File: src/rtl/mem_arbiter.sv
// Arbitrates the D-side and I-side memory ports onto a single memory bus.
// D wins by default. An I load that keeps losing is promoted once its loss
// count reaches STARVE_LIMIT. A tag ownership table routes accept tags and
// return tags back to the side that issued each load.
module mem_arbiter #(
  parameter int STARVE_LIMIT = 4,
  parameter int XLEN         = 32
) (
  input  logic            clock,
  input  logic            reset,
  input  logic [1:0]      Dmem2arb_command,
  input  logic [XLEN-1:0] Dmem2arb_addr,
  input  logic [63:0]     Dmem2arb_data,
  input  logic [1:0]      Imem2arb_command,
  input  logic [XLEN-1:0] Imem2arb_addr,
  input  logic [3:0]      mem2arb_response,
  input  logic [63:0]     mem2arb_data,
  input  logic [3:0]      mem2arb_tag,
  output logic [1:0]      proc2mem_command,
  output logic [XLEN-1:0] proc2mem_addr,
  output logic [63:0]     proc2mem_data,
  output logic            d_request,
  output logic [3:0]      arb2Dmem_response,
  output logic [3:0]      arb2Imem_response,
  output logic [3:0]      arb2Dmem_tag,
  output logic [3:0]      arb2Imem_tag,
  output logic [63:0]     arb2mem_data,
  output logic [3:0]      outstanding,
  output logic            spurious_tag
);

  localparam logic [1:0] BUS_NONE = 2'd0;
  localparam logic [1:0] BUS_LOAD = 2'd1;

  localparam int SW = (STARVE_LIMIT < 1) ? 1 : $clog2(STARVE_LIMIT + 1);
  localparam logic [SW-1:0] LIMIT = SW'(STARVE_LIMIT);

  // Bit 0 of the table is never allocated: tag 0 means "no tag".
  // owner_q bit set = D side owns the tag, clear = I side.
  logic [15:0]   valid_q, valid_d;
  logic [15:0]   owner_q, owner_d;
  logic [SW-1:0] starve_cnt, starve_d;
  logic [3:0]    count_d;

  logic grant_d, grant_i, accepted, alloc, ret_hit, ret_spur, i_load;

  assign i_load = (Imem2arb_command == BUS_LOAD);

  // Grant selection and the muxed request toward memory
  always_comb begin
    grant_d           = 1'b0;
    grant_i           = 1'b0;
    proc2mem_command  = BUS_NONE;
    proc2mem_addr     = '0;
    proc2mem_data     = '0;
    arb2Dmem_response = '0;
    arb2Imem_response = '0;
    if (!reset) begin
      if ((Dmem2arb_command != BUS_NONE) && !((starve_cnt == LIMIT) && i_load))
        grant_d = 1'b1;
      else if (i_load)
        grant_i = 1'b1;
    end
    if (grant_d) begin
      proc2mem_command  = Dmem2arb_command;
      proc2mem_addr     = Dmem2arb_addr;
      proc2mem_data     = Dmem2arb_data;
      arb2Dmem_response = mem2arb_response;
    end else if (grant_i) begin
      proc2mem_command  = Imem2arb_command;
      proc2mem_addr     = Imem2arb_addr;
      arb2Imem_response = mem2arb_response;
    end
  end

  assign d_request    = grant_d;
  assign arb2mem_data = mem2arb_data;
  assign accepted     = (grant_d || grant_i) && (mem2arb_response != 4'd0);
  assign alloc        = accepted && (proc2mem_command == BUS_LOAD);
  assign ret_hit      = !reset && (mem2arb_tag != 4'd0) && valid_q[mem2arb_tag];
  assign ret_spur     = !reset && (mem2arb_tag != 4'd0) && !valid_q[mem2arb_tag];

  // Route a returning tag to the side that owns it; unknown tags go nowhere
  always_comb begin
    arb2Dmem_tag = '0;
    arb2Imem_tag = '0;
    if (ret_hit) begin
      if (owner_q[mem2arb_tag]) arb2Dmem_tag = mem2arb_tag;
      else                      arb2Imem_tag = mem2arb_tag;
    end
  end

  // Next table contents: release on return first so a same-cycle reuse
  // of the tag leaves the entry live under its new owner
  always_comb begin
    valid_d = valid_q;
    owner_d = owner_q;
    if (ret_hit) valid_d[mem2arb_tag] = 1'b0;
    if (alloc) begin
      valid_d[mem2arb_response] = 1'b1;
      owner_d[mem2arb_response] = grant_d;
    end
    valid_d[0] = 1'b0;
    owner_d[0] = 1'b0;
  end

  // Population count of the next table, registered as outstanding
  always_comb begin
    count_d = '0;
    for (int i = 1; i < 16; i++) count_d = count_d + {3'b000, valid_d[i]};
  end

  // Starvation counter: counts I-load losses, cleared by an accepted I request
  always_comb begin
    starve_d = starve_cnt;
    if (grant_i && (mem2arb_response != 4'd0))
      starve_d = '0;
    else if (grant_d && i_load && (starve_cnt != LIMIT))
      starve_d = starve_cnt + 1'b1;
  end

  // State registers
  always_ff @(posedge clock) begin
    if (reset) begin
      valid_q      <= '0;
      owner_q      <= '0;
      starve_cnt   <= '0;
      outstanding  <= '0;
      spurious_tag <= 1'b0;
    end else begin
      valid_q     <= valid_d;
      owner_q     <= owner_d;
      starve_cnt  <= starve_d;
      outstanding <= count_d;
      if (ret_spur) spurious_tag <= 1'b1;
    end
  end

endmodule

File: config.mk
export PLATFORM = sky130hd
export DESIGN_NAME = mem_arbiter
export DESIGN_NICKNAME = d
export VERILOG_FILES = /design/src/rtl/mem_arbiter.sv
export SDC_FILE = /design/constraint.sdc
export NUM_CORES = 1
export LEC_CHECK = 0
export CORE_AREA = 4 4 148 150
export DETAILED_ROUTE_END_ITERATION = 6
export DIE_AREA = 0 0 152 154
export RECOVER_POWER = 50
export SYNTH_ARGS = -nofsm -noshare
export SYNTH_HDL_FRONTEND = slang
export SYNTH_SLANG_ARGS = --single-unit
File: constraint.sdc
create_clock -name clock -period 6.3 [get_ports clock]
set_clock_uncertainty 0.1 [all_clocks]
set_input_delay 1.26 -clock clock [delete_from_list [all_inputs] [get_ports clock]]
set_output_delay 1.26 -clock clock [all_outputs]
set_load 0.02 [all_outputs]
==> results of run 1 <==
how the worst max path moves through the flow:
stage / cells after the start / slack [ns] / from / endpoint
floorplan: 17 / 0.69 / mem2arb_tag[0] / outstanding[1]
global placement: 16 / 0.11 / reset / outstanding[1]
detailed placement: 16 / 0.07 / reset / outstanding[1]
CTS: 16 / 0.36 / reset / outstanding[1]
global route: 16 / 0.09 / reset / outstanding[1]
finish: 6 / 0.28 / reset / proc2mem_addr[26]
sequential cells by signal, indices dropped and copies added (netlist names):
name	flops
spurious_tag	1
owner_q	15
valid_q	15
starve_cnt	3
outstanding	4
power groups by stage:
stage | Combinational [uW] | Sequential [uW] | Clock, uW
floorplan | 197 | 254 | 0
global placement | 359 | 252 | 0
detailed placement | 358 | 252 | 0
CTS | 360 | 247 | 258
global route | 378 | 247 | 269
finish | 354 | 247 | 254
through the flow:
stage               hold slack (ns)  total power, uW
floorplan                     0.344              451
global placement              0.358              611
detailed placement            0.368              611
CTS                           0.376              865
global route                  0.401              894
finish                        0.374              855
kinds of logic (layout without fill, tap and decap cells):
logic type,count (synthesis),after routing,share of synthesized area
buffers and inverters,108,311,0.187
AO/OA/AOI/OAI,73,73,0.157
adder cells (fa/ha/maj),14,14,0.0679
XOR/XNOR,3,3,0.00713
multiplexers,26,26,0.0930
AND/OR/NAND/NOR,186,186,0.282
flip-flops,38,38,0.206
cell type report:
cell class              instances  area [sq um]
clock buffers                   7           143
inverters                      16          60.1
multi-input cells             302          2230
clock inverters                 1          5.00
well taps                     275           344
flip-flops and latches         38           761
fillers                      2240         14400
repair buffers                287          2790
metal layers:
layer  up-vias  track usage  routed length [microns]
met5         -            0                        0
met4         0       0.0437                      359
met3        45        0.105                     3400
met2       227        0.217                     7730
met1      1801        0.217                     8720
li1       1864            -                        -
cell usage in the layout (no fill, tap or decap), types with 9 or more instances in the layout:
| cell | count |
|---|---|
| sky130_fd_sc_hd__clkdlybuf4s50_1 | 250 |
| sky130_fd_sc_hd__and2_1 | 77 |
| sky130_fd_sc_hd__dfxtp_1 | 38 |
| sky130_fd_sc_hd__a22o_1 | 32 |
| sky130_fd_sc_hd__nor2_1 | 30 |
| sky130_fd_sc_hd__nand2_1 | 22 |
| sky130_fd_sc_hd__buf_4 | 20 |
| sky130_fd_sc_hd__mux2i_1 | 17 |
| sky130_fd_sc_hd__inv_1 | 16 |
| sky130_fd_sc_hd__a21oi_1 | 12 |
| sky130_fd_sc_hd__nand2b_1 | 11 |
| sky130_fd_sc_hd__dlygate4sd3_1 | 11 |
| sky130_fd_sc_hd__nand3_1 | 10 |
| sky130_fd_sc_hd__fa_1 | 10 |
| sky130_fd_sc_hd__nor2b_1 | 9 |
tightest hold or removal path, delay by kind of cell (launching register included):
kind | cells | cell delay (ns)
simple gates | 1 | 0.06
flops | 1 | 0.31
mux | 1 | 0.06
==> PnR_summary.wiki, run 1 <==
{| class="wikitable"
! Metric !! Value
|-
| Run status || finished with violations
|-
| Failing checks || capacitance limit, slew limit
|-
| Cell area reported after detailed placement || 6210 sq um
|-
| Leading cell type by number of instances after synthesis || sky130_fd_sc_hd__and2_1
|-
| Initial DRT Pass Iterations || 4
|-
| H-tree lvl count || 2
|-
| Gate count of the mapped netlist || roughly 450
|-
| Flop2flop setup slack || between 1.5 and 2 ns
|-
| Number of diodes || 0
|-
| Number of synthesized flops with an enable pin || 0
|-
| HPWL after detailed placement || around 18,000 microns
|-
| Sequential cell fraction of total power || 0.289
|-
| Cell total after placement || about 920
|-
| Total clock buffers created by CTS || 5
|-
| Fraction of the yosys area taken by sequential cells || 0.206
|-
| Die Y-Extent || roughly 150 microns
|-
| DRC Markers || 0
|-
| Final instance count without filler cells || roughly 930
|-
| Crit-path most repeated cell || sky130_fd_sc_hd__clkdlybuf4s50_1
|-
| Number of vias per cell || ~4.3
|-
| Syn Area/Cell || just over 8 sq um
|-
| Headroom to the max-slew limit || -0.0770
|-
| Final core occ || 0.306
|-
| Post-Syn Nets || 668
|-
| Die Outline Area || about 23,000 sq um
|-
| Post-cts resize count || 0
|-
| Final setup vio count || 0
|-
| Register-to-Register Path Depth || 15
|-
| Maximum frequency from static timing analysis || between 150 and 200 MHz
|-
| Buffers plus inverters on the worst setup path || 3
|-
| Initial antenna violation count || 0
|-
| Power share of the combinational group || 0.414
|-
| Final period util || 0.956
|-
| Largest voltage drop on the vdd net || between 0.00008 and 0.00009 V
|-
| Maximum number of pins on one net before global-route repair || 50
|-
| Cell type with the highest aggregate area in the netlist || sky130_fd_sc_hd__dfxtp_1
|-
| Area added between synthesis and finish || 71.8%
|-
| Unrepaired setup endpoints after global routing || false
|-
| Number of global-route vias before repair || 4,037
|-
| Overflow after GRT || 0
|-
| Hold path endpoint || owner_q[3]
|-
| Worst path cell trace || clkdlybuf4s50_1, or3b_1, nor2_2, clkbuf_1, a22o_1, clkdlybuf4s50_1
|-
| Count of hold-fix buffers inserted at cts || 0
|-
| Startpoint kind of the worst setup timing path || input pin
|-
| Internal Dissipation || 589 uW
|-
| Final Hold Violating Endpoints || 0
|-
| First-pass GRT wire length || approximately 28,000 microns
|-
| Worst flop-to-flop path endpoint || outstanding[1]
|-
| Lkg Pwr || roughly 0.0025 uW
|-
| Worst Setup End Kind || output pin
|-
| Synthesis Warnings || 0
|-
| Main synth FF type || sky130_fd_sc_hd__dfxtp_1
|-
| Max-capacitance violation count || 1
|-
| Worst-skew pair later-pin latency || approximately 0.28 ns
|-
| Cell type group with the largest total delay on the critical path || buffers and inverters
|-
| Max Fanout on Critical Path || 35
|-
| Fraction of power spent switching nets || 0.312
|-
| Clk buf depth || 2
|-
| Clk slew on worst S/H paths || approximately 0.06 ns
|-
| Hold path startpoint || owner_q[3]
|-
| Launch instance of the worst register-to-register path || starve_cnt[0]
|-
| Post-CTS repair timing setup buffer count || 0
|-
| Layout cells sized above 1 || 0.0568
|-
| Total routed wirelength || between 20,000 and 25,000 microns
|-
| Number of buffers added on ports || about 260
|-
| Top-area cell type share of the netlist area || 0.206
|-
| Clock tree from TritonCTS || yes
|-
| Final Net Count || a little under 900
|-
| Area of the mapped netlist || between 3000 and 4000 sq um
|-
| Post-route ant nets || 0
|-
| RePlAce Congestion || a little over 0.9
|-
| Worst path max stage delay || about 1.2 ns
|-
| Area of all placed cells without fillers || between 6000 and 7000 sq um
|-
| Pre-CTS setup slack || between 0.06 and 0.07 ns
|-
| # clock sinks || 38
|-
| Initial Util || 0.178
|-
| Power share of the clock group || 0.297
|-
| Top-level I/O count || 390
|-
| Synth unique cells || 49
|-
| Fin crit period || 6.02 ns
|-
| Final-report max-slew violation count || 36
|-
| Placement Rows || 53
|-
| Vias || between 3,000 and 4,000
|-
| Slowest cell on crit path || sky130_fd_sc_hd__clkbuf_1
|-
| Top cell types by occurrence after synthesis || 79 x sky130_fd_sc_hd__and2_1, 67 x sky130_fd_sc_hd__buf_4, 38 x sky130_fd_sc_hd__dfxtp_1
|-
| Iteration-0 DRC count of the detailed router || roughly 180
|-
| Die width || 152 microns
|-
| Setup slack after layout || about 0.28 ns
|-
| Cell chosen for the clock root || sky130_fd_sc_hd__clkbuf_16
|-
| WP data required || between 4 and 5 ns
|-
| Critical path arrival || 4.66 ns
|-
| Switching power summed over all nets || between 200 and 300 uW
|-
| Classification of the worst-slack hold path || reg -> reg
|-
| Global routing usage summed across all routing layers || 0.164
|-
| Top cells by area, synth || sky130_fd_sc_hd__dfxtp_1 21%, sky130_fd_sc_hd__buf_4 14%, sky130_fd_sc_hd__and2_1 13%
|-
| Setup Total Neg Slack || 0 ns
|-
| Crit path kind || in -> out
|-
| Mean routed wirelength per cell || 21.8 microns
|-
| CORE AREA || 20,700 sq um
|-
| Least-Margin Pin Slew || around 1.6 ns
|-
| Synth async-reset ratio || 0
|-
| Cell depth of the worst hold path || 2
|-
| Register bit total from synthesis || 38
|-
| Power per cell area || about 140 nW/um^2
|}
(Power assumes the default switching activity.)
==> run 2: changes to the inputs <==
--- a/config.mk
+++ b/config.mk
@@ -5,6 +5,7 @@
 export SDC_FILE = /design/constraint.sdc
 export NUM_CORES = 1
 export LEC_CHECK = 0
+export CAP_MARGIN = 25
 export CORE_AREA = 4 4 148 150
 export DETAILED_ROUTE_END_ITERATION = 6
 export DIE_AREA = 0 0 152 154
==> results of run 2 <==
The final DEF is identical to that of run 1; final timing and power are the same.
==> run 3: changes to the inputs <==
--- a/config.mk
+++ b/config.mk
@@ -7,6 +7,7 @@
 export LEC_CHECK = 0
 export CAP_MARGIN = 25
 export CORE_AREA = 4 4 148 150
+export CTS_CLUSTER_DIAMETER = 80
 export DETAILED_ROUTE_END_ITERATION = 6
 export DIE_AREA = 0 0 152 154
 export RECOVER_POWER = 50
==> results of run 3 <==
The final DEF is identical to that of run 1; final timing and power are the same.
